### config.mk
export PLATFORM = sky130hd
export DESIGN_NAME = lif_neuron_sync
export DESIGN_NICKNAME = d
export VERILOG_FILES = /design/src/rtl/lif_pkg.sv /design/src/rtl/lif_neuron_sync_sync2.sv /design/src/rtl/lif_neuron_sync.sv
export SDC_FILE = /design/constraint.sdc
export NUM_CORES = 1
export LEC_CHECK = 0
export ABC_AREA = 1
export CORE_MARGIN = 10
export CORE_UTILIZATION = 23
export CTS_BUF_LIST = sky130_fd_sc_hd__clkbuf_8
export CTS_CLUSTER_DIAMETER = 200
export DETAILED_ROUTE_END_ITERATION = 16
export PLACE_DENSITY = 0.44
export SYNTH_ARGS = -nofsm -noshare
export SYNTH_HDL_FRONTEND = slang
export SYNTH_SLANG_ARGS = --single-unit
### constraint.sdc
create_clock -name clk -period 3.3 [get_ports clk]
set_input_delay 0.66 -clock clk [delete_from_list [all_inputs] [get_ports clk]]
set_output_delay 0.66 -clock clk [all_outputs]
set_load 0.02 [all_outputs]
### src/rtl/lif_pkg.sv
// Shared types and arithmetic helpers for the leaky integrate-and-fire neuron.
// The state enums name the input-side and output-side handshake phases.
// The helpers do saturating addition and subtraction that stops at zero for
// any width up to 31 bits.
package lif_pkg;

  typedef enum logic [1:0] {
    IN_WAIT0,
    IN_IDLE,
    IN_ACK
  } in_state_t;

  typedef enum logic [1:0] {
    OUT_IDLE,
    OUT_REQ,
    OUT_RTZ
  } out_state_t;

  // Add a and b, clamping the result to the largest value representable in w bits.
  function automatic logic [31:0] sat_add(input logic [31:0] a, input logic [31:0] b,
                                          input int unsigned w);
    logic [32:0] s;
    logic [32:0] lim;
    s   = {1'b0, a} + {1'b0, b};
    lim = (33'd1 << w) - 33'd1;
    return (s > lim) ? lim[31:0] : s[31:0];
  endfunction

  // Subtract b from a, but never go below zero.
  function automatic logic [31:0] floor_sub(input logic [31:0] a, input logic [31:0] b);
    return (a > b) ? (a - b) : 32'd0;
  endfunction

endpackage

### src/rtl/lif_neuron_sync_sync2.sv
// Two-flop synchronizer for a single-bit handshake line.
// Both flops reset to 0, so the line reads idle after reset.
module sync2 (
  input  logic clk,
  input  logic rst,
  input  logic d,
  output logic q
);

  logic meta;

  // Shift the asynchronous input through two flops to settle metastability
  always_ff @(posedge clk) begin
    if (rst) begin
      meta <= 1'b0;
      q    <= 1'b0;
    end else begin
      meta <= d;
      q    <= meta;
    end
  end

endmodule

### src/rtl/lif_neuron_sync.sv
// Clocked leaky integrate-and-fire neuron.
// The neuron takes summed tokens over a 4-phase req/ack channel and adds them
// into a membrane potential. The potential leaks on a fixed period. When an
// accepted token lifts the potential to the threshold or above, the neuron
// fires and sends a spike packet on a second 4-phase channel.
// Define SYNC_IN_EN to pass in_req and out_ack through 2-flop synchronizers.
// Each handshake then takes two more cycles.
module lif_neuron_sync
  import lif_pkg::*;
#(
  parameter int WIDTH       = 10,
  parameter int POT_WIDTH   = 12,
  parameter int THRESH      = 1000,
  parameter int LEAK_PERIOD = 16,
  parameter int LEAK_VAL    = 1,
  parameter int ID_WIDTH    = 6,
  parameter int NEURON_ID   = 0
) (
  input  logic                 clk,
  input  logic                 rst,
  input  logic                 in_req,
  output logic                 in_ack,
  input  logic [WIDTH-1:0]     in_data,
  output logic                 out_req,
  input  logic                 out_ack,
  output logic [ID_WIDTH-1:0]  out_data,
  output logic [POT_WIDTH-1:0] pot
);

  localparam int CNT_W = (LEAK_PERIOD > 1) ? $clog2(LEAK_PERIOD) : 1;
  localparam logic [CNT_W-1:0] CNT_MAX = (LEAK_PERIOD > 0) ? CNT_W'(LEAK_PERIOD - 1) : '0;
  localparam logic [31:0] THRESH_U = 32'(THRESH);
  localparam logic [31:0] LEAK_U   = 32'(LEAK_VAL);

  logic                 in_req_s;
  logic                 out_ack_s;
  in_state_t            in_state, in_next;
  out_state_t           out_state, out_next;
  logic [CNT_W-1:0]     leak_cnt;
  logic                 leak_event;
  logic                 accept;
  logic                 fire;
  logic [POT_WIDTH-1:0] pot_q, leaked, sum, pot_next;

`ifdef SYNC_IN_EN
  sync2 u_sync_req (.clk(clk), .rst(rst), .d(in_req),  .q(in_req_s));
  sync2 u_sync_ack (.clk(clk), .rst(rst), .d(out_ack), .q(out_ack_s));
`else
  assign in_req_s  = in_req;
  assign out_ack_s = out_ack;
`endif

  assign accept     = (in_state == IN_IDLE) && in_req_s && (out_state == OUT_IDLE);
  assign leak_event = (LEAK_PERIOD > 0) && (leak_cnt == CNT_MAX);
  assign in_ack     = (in_state == IN_ACK);
  assign out_req    = (out_state == OUT_REQ);
  assign out_data   = ID_WIDTH'(NEURON_ID);
  assign pot        = pot_q;

  // Free-running leak counter; a leak event fires on the wrap edge
  always_ff @(posedge clk) begin
    if (rst || (LEAK_PERIOD == 0) || leak_event) leak_cnt <= '0;
    else                                         leak_cnt <= leak_cnt + 1'b1;
  end

  // Combine leak and accept, saturate the sum, and reset the potential on a fire
  always_comb begin
    leaked = pot_q;
    if (leak_event) leaked = POT_WIDTH'(floor_sub(32'(pot_q), LEAK_U));
    sum      = POT_WIDTH'(sat_add(32'(leaked), accept ? 32'(in_data) : 32'd0, POT_WIDTH));
    fire     = accept && (32'(sum) >= THRESH_U);
    pot_next = fire ? '0 : sum;
  end

  // Membrane potential register, written only on accept or leak edges
  always_ff @(posedge clk) begin
    if (rst)                      pot_q <= '0;
    else if (accept || leak_event) pot_q <= pot_next;
  end

  // State registers for both handshake FSMs
  always_ff @(posedge clk) begin
    if (rst) begin
      in_state  <= IN_WAIT0;
      out_state <= OUT_IDLE;
    end else begin
      in_state  <= in_next;
      out_state <= out_next;
    end
  end

  // Input FSM: drain any request in flight across reset, then do req/ack cycles
  always_comb begin
    in_next = in_state;
    case (in_state)
      IN_WAIT0: if (!in_req_s) in_next = IN_IDLE;
      IN_IDLE:  if (accept)    in_next = IN_ACK;
      IN_ACK:   if (!in_req_s) in_next = IN_IDLE;
      default:                 in_next = IN_WAIT0;
    endcase
  end

  // Output FSM: at most one spike outstanding, full return-to-zero before idle
  always_comb begin
    out_next = out_state;
    case (out_state)
      OUT_IDLE: if (fire)       out_next = OUT_REQ;
      OUT_REQ:  if (out_ack_s)  out_next = OUT_RTZ;
      OUT_RTZ:  if (!out_ack_s) out_next = OUT_IDLE;
      default:                  out_next = OUT_IDLE;
    endcase
  end

endmodule

==> summary.txt <==
outcome - finished, final reports clean
crit-path max FO - 6
worst path bufs/invs - 3
final WL - 6.11 mm
WP data arrival - 3.23 ns
# setup viols final - 0
min-delay worst type - reg2reg
WHS - 0.518 ns
Pwr per Cell Area - 187 mW/mm²
Sw Ratio - 26.7%
All-Layer GR Usage - 8.79%
via count - 2167
Syn-to-layout area delta - 46.0%
# port buffers - 27
total grt overflow - 0
power share of the sequential group - 45.5%
# rows - 34
I/O Pins - 34
critical path's top delay family - simple AND/OR/NAND/NOR gates
worst vdd ir - 0.000126 V
number of diodes - 0
Tmin final - 3.09 ns
Reg2Reg Setup Slack - 0.21 ns
final hold violations - 0
crit-path max cell delay - 0.35 ns
hpwl dp - 5.00 mm
commonest non-fill, non-tap cell in the layout - nand2_1
P_sw - 0.149 mW
clk root buf - clkbuf_8
synthesized cell area - 0.00205 mm²
combinational share of power - 20.9%
Overall Power - 0.558 mW
die area - 0.0131 mm²
Yosys reg bits - 20
# hold bufs at CTS - 0
Num CTS Buffers - 3
GPL Wtd Cong - 0.846
clock sinks - 20
first-pass GRT wire length - 9.65 mm
Seq/Total Area, Yosys - 19.6%
Die W - 114 µm
Clock Path Buffers - 2
slowest CP cell - dfxtp_2
most frequent cells in the layout - nand2_1, buf_4, inv_1
Critical Path RT - 3.44 ns
worst-path cell chain - ha_4 -> nand3_4 -> buf_4 -> xor2_1 -> nor2_2 -> ha_2 -> inv_1 -> fa_2 -> buf_4 -> nor3_1 -> nor3_1 -> xor2_1 -> o21ai_1 -> nand3_1 -> nand2_4 -> nand2_8 -> nand2_2 -> a21oi_2
layout cells sized above 1 - 31.2%
MaxCap Viol Count - 0
Initial Util - 23.6%
NumNets Final - 430
Worst-Skew Late Latency - 0.26 ns
max-slew violation count - 0
1st-iter DRT viols - 65
fmax - 324 MHz
Leakage - 1.40 nW
crit path launch type - flip-flop
synth warn - 0
clock group share of total power - 33.6%
1st-pass router iterations - 4
Die Y-Extent - 114 µm
H-tree depth - 1
Setup CP Type - reg2reg
internal power - 0.409 mW
worst-case clock skew - 0.00335 ns
vias in the first global route - 2046
clock slew at reported path FFs - 0.08 ns
final worst-path cycle share - 93.6%
mean area per synthesized cell - 6.36 µm²
CTS tree - built
average vias per placed instance - 4.26
largest net degree at the start of global routing - 21
core area - 0.00868 mm²
Detail Route Antenna Nets - 0
Distinct cells, synth - 42
DRC viols - 0
WL/cell - 12.0 µm
Post-Syn Instances - 322
antenna violations before repair - 0
Crit. End Element - flip-flop
-- worst paths after layout --
check / start / to / depth (start not counted)
worst max-delay path: leak_cnt[1]$_SDFF_PP0_ / pot[7]$_SDFFE_PP0P_ / 18
worst min-delay path: out_state[0]$_SDFFE_PP0P_ / out_state[1]$_SDFFE_PP0P_ / 2
worst max register to register: leak_cnt[1]$_SDFF_PP0_ / pot[7]$_SDFFE_PP0P_ / 18
worst min register to register: out_state[0]$_SDFFE_PP0P_ / out_state[1]$_SDFFE_PP0P_ / 2
-- worst register-to-register path, cell delays in order (launching register included) --
cell and delay [ns]:
dfxtp_2 0.35, ha_4 0.15, nand3_4 0.13, buf_4 0.18, xor2_1 0.15, nor2_2 0.12, ha_2 0.19, inv_1 0.05
fa_2 0.33, buf_4 0.14, nor3_1 0.23, nor3_1 0.09, xor2_1 0.17, o21ai_1 0.15, nand3_1 0.14, nand2_4 0.17
nand2_8 0.09, nand2_2 0.07, a21oi_2 0.04
-- final cells by class --
cell class                      instances  area, µm²
Clock buffer                            4       55.1
Timing Repair Buffer                   82        686
Sequential cell                        20        404
Inverter                               54        208
Fill cell                             976       5690
Multi-Input combinational cell        241       1500
Tap cell                              108        135
-- state kept, by name, summed over array words and instances (netlist names) --
register and count:
leak_cnt 4, pot 12, in_state 2, out_state 2
-- through the flow --
step	util [%]	worst slack (ns)	setup TNS, ns	area [µm²]	cells
detailed placement	31.4	-0.373	-3.96	2730	497
global route	34.4	-0.0214	-0.0857	2990	509
floorplan	-	0.0475	0	2070	327
global placement	31.4	-0.367	-3.85	2730	497
CTS	32.2	0.0453	0	2790	501
finish	34.4	0.210	0	2990	509
-- synth_stat cells (all sizes together) --
cell | n | area (µm²)
a21o | 1 | 7.51
a21oi | 32 | 209
a31oi | 3 | 18.8
buf | 10 | 86.3
clkbuf | 2 | 7.51
clkinv | 1 | 3.75
conb | 1 | 3.75
dfxtp | 20 | 400
dlygate4sd1 | 1 | 8.76
fa | 1 | 20.0
ha | 13 | 163
inv | 53 | 204
nand2 | 86 | 358
nand3 | 17 | 113
nand3b | 2 | 15.0
nand4 | 3 | 18.8
nor2 | 43 | 190
nor3 | 8 | 45.0
nor3b | 2 | 15.0
nor4 | 1 | 6.26
o211ai | 2 | 15.0
o21ai | 8 | 40.0
o31ai | 1 | 7.51
or2 | 2 | 12.5
xnor2 | 3 | 26.3
xor2 | 6 | 52.6
-- metal layers --
metal	vias to the layer above	GRT usage, %	wire length, µm
li1	1168	-	-
met1	975	11.1	2880
met3	2	1.62	193
met2	22	15.3	3000
met4	0	1.50	33
met5	-	0	0
-- power by group through the flow --
| stage | logic, mW | clock network (mW) | registers (mW) |
|---|---|---|---|
| after floorplan | 0.0623 | 0 | 0.259 |
| after global placement | 0.108 | 0 | 0.257 |
| after detailed placement | 0.108 | 0 | 0.258 |
| after CTS | 0.109 | 0.195 | 0.252 |
| after global routing | 0.129 | 0.203 | 0.254 |
| final | 0.117 | 0.187 | 0.254 |
-- cells by family after synthesis --
group | Yosys count | share of synthesized area [%]
flip-flops | 20 | 19.6
other | 1 | 0.183
AO/OA/AOI/OAI | 47 | 14.5
buffers and inverters | 67 | 15.2
XOR/XNOR | 9 | 3.85
AND/OR/NAND/NOR | 164 | 37.8
adder cells (fa/ha/maj) | 14 | 8.92
-- what timing repair did --
action	in CTS	in global routing
setup endpoints to repair	11	12
cloned	0	1
pin swaps	0	16
resized for setup	2	39
hold endpoints to repair	0	0
buffers inserted	0	7
No activity file was read; power rests on OpenSTA's default activity.
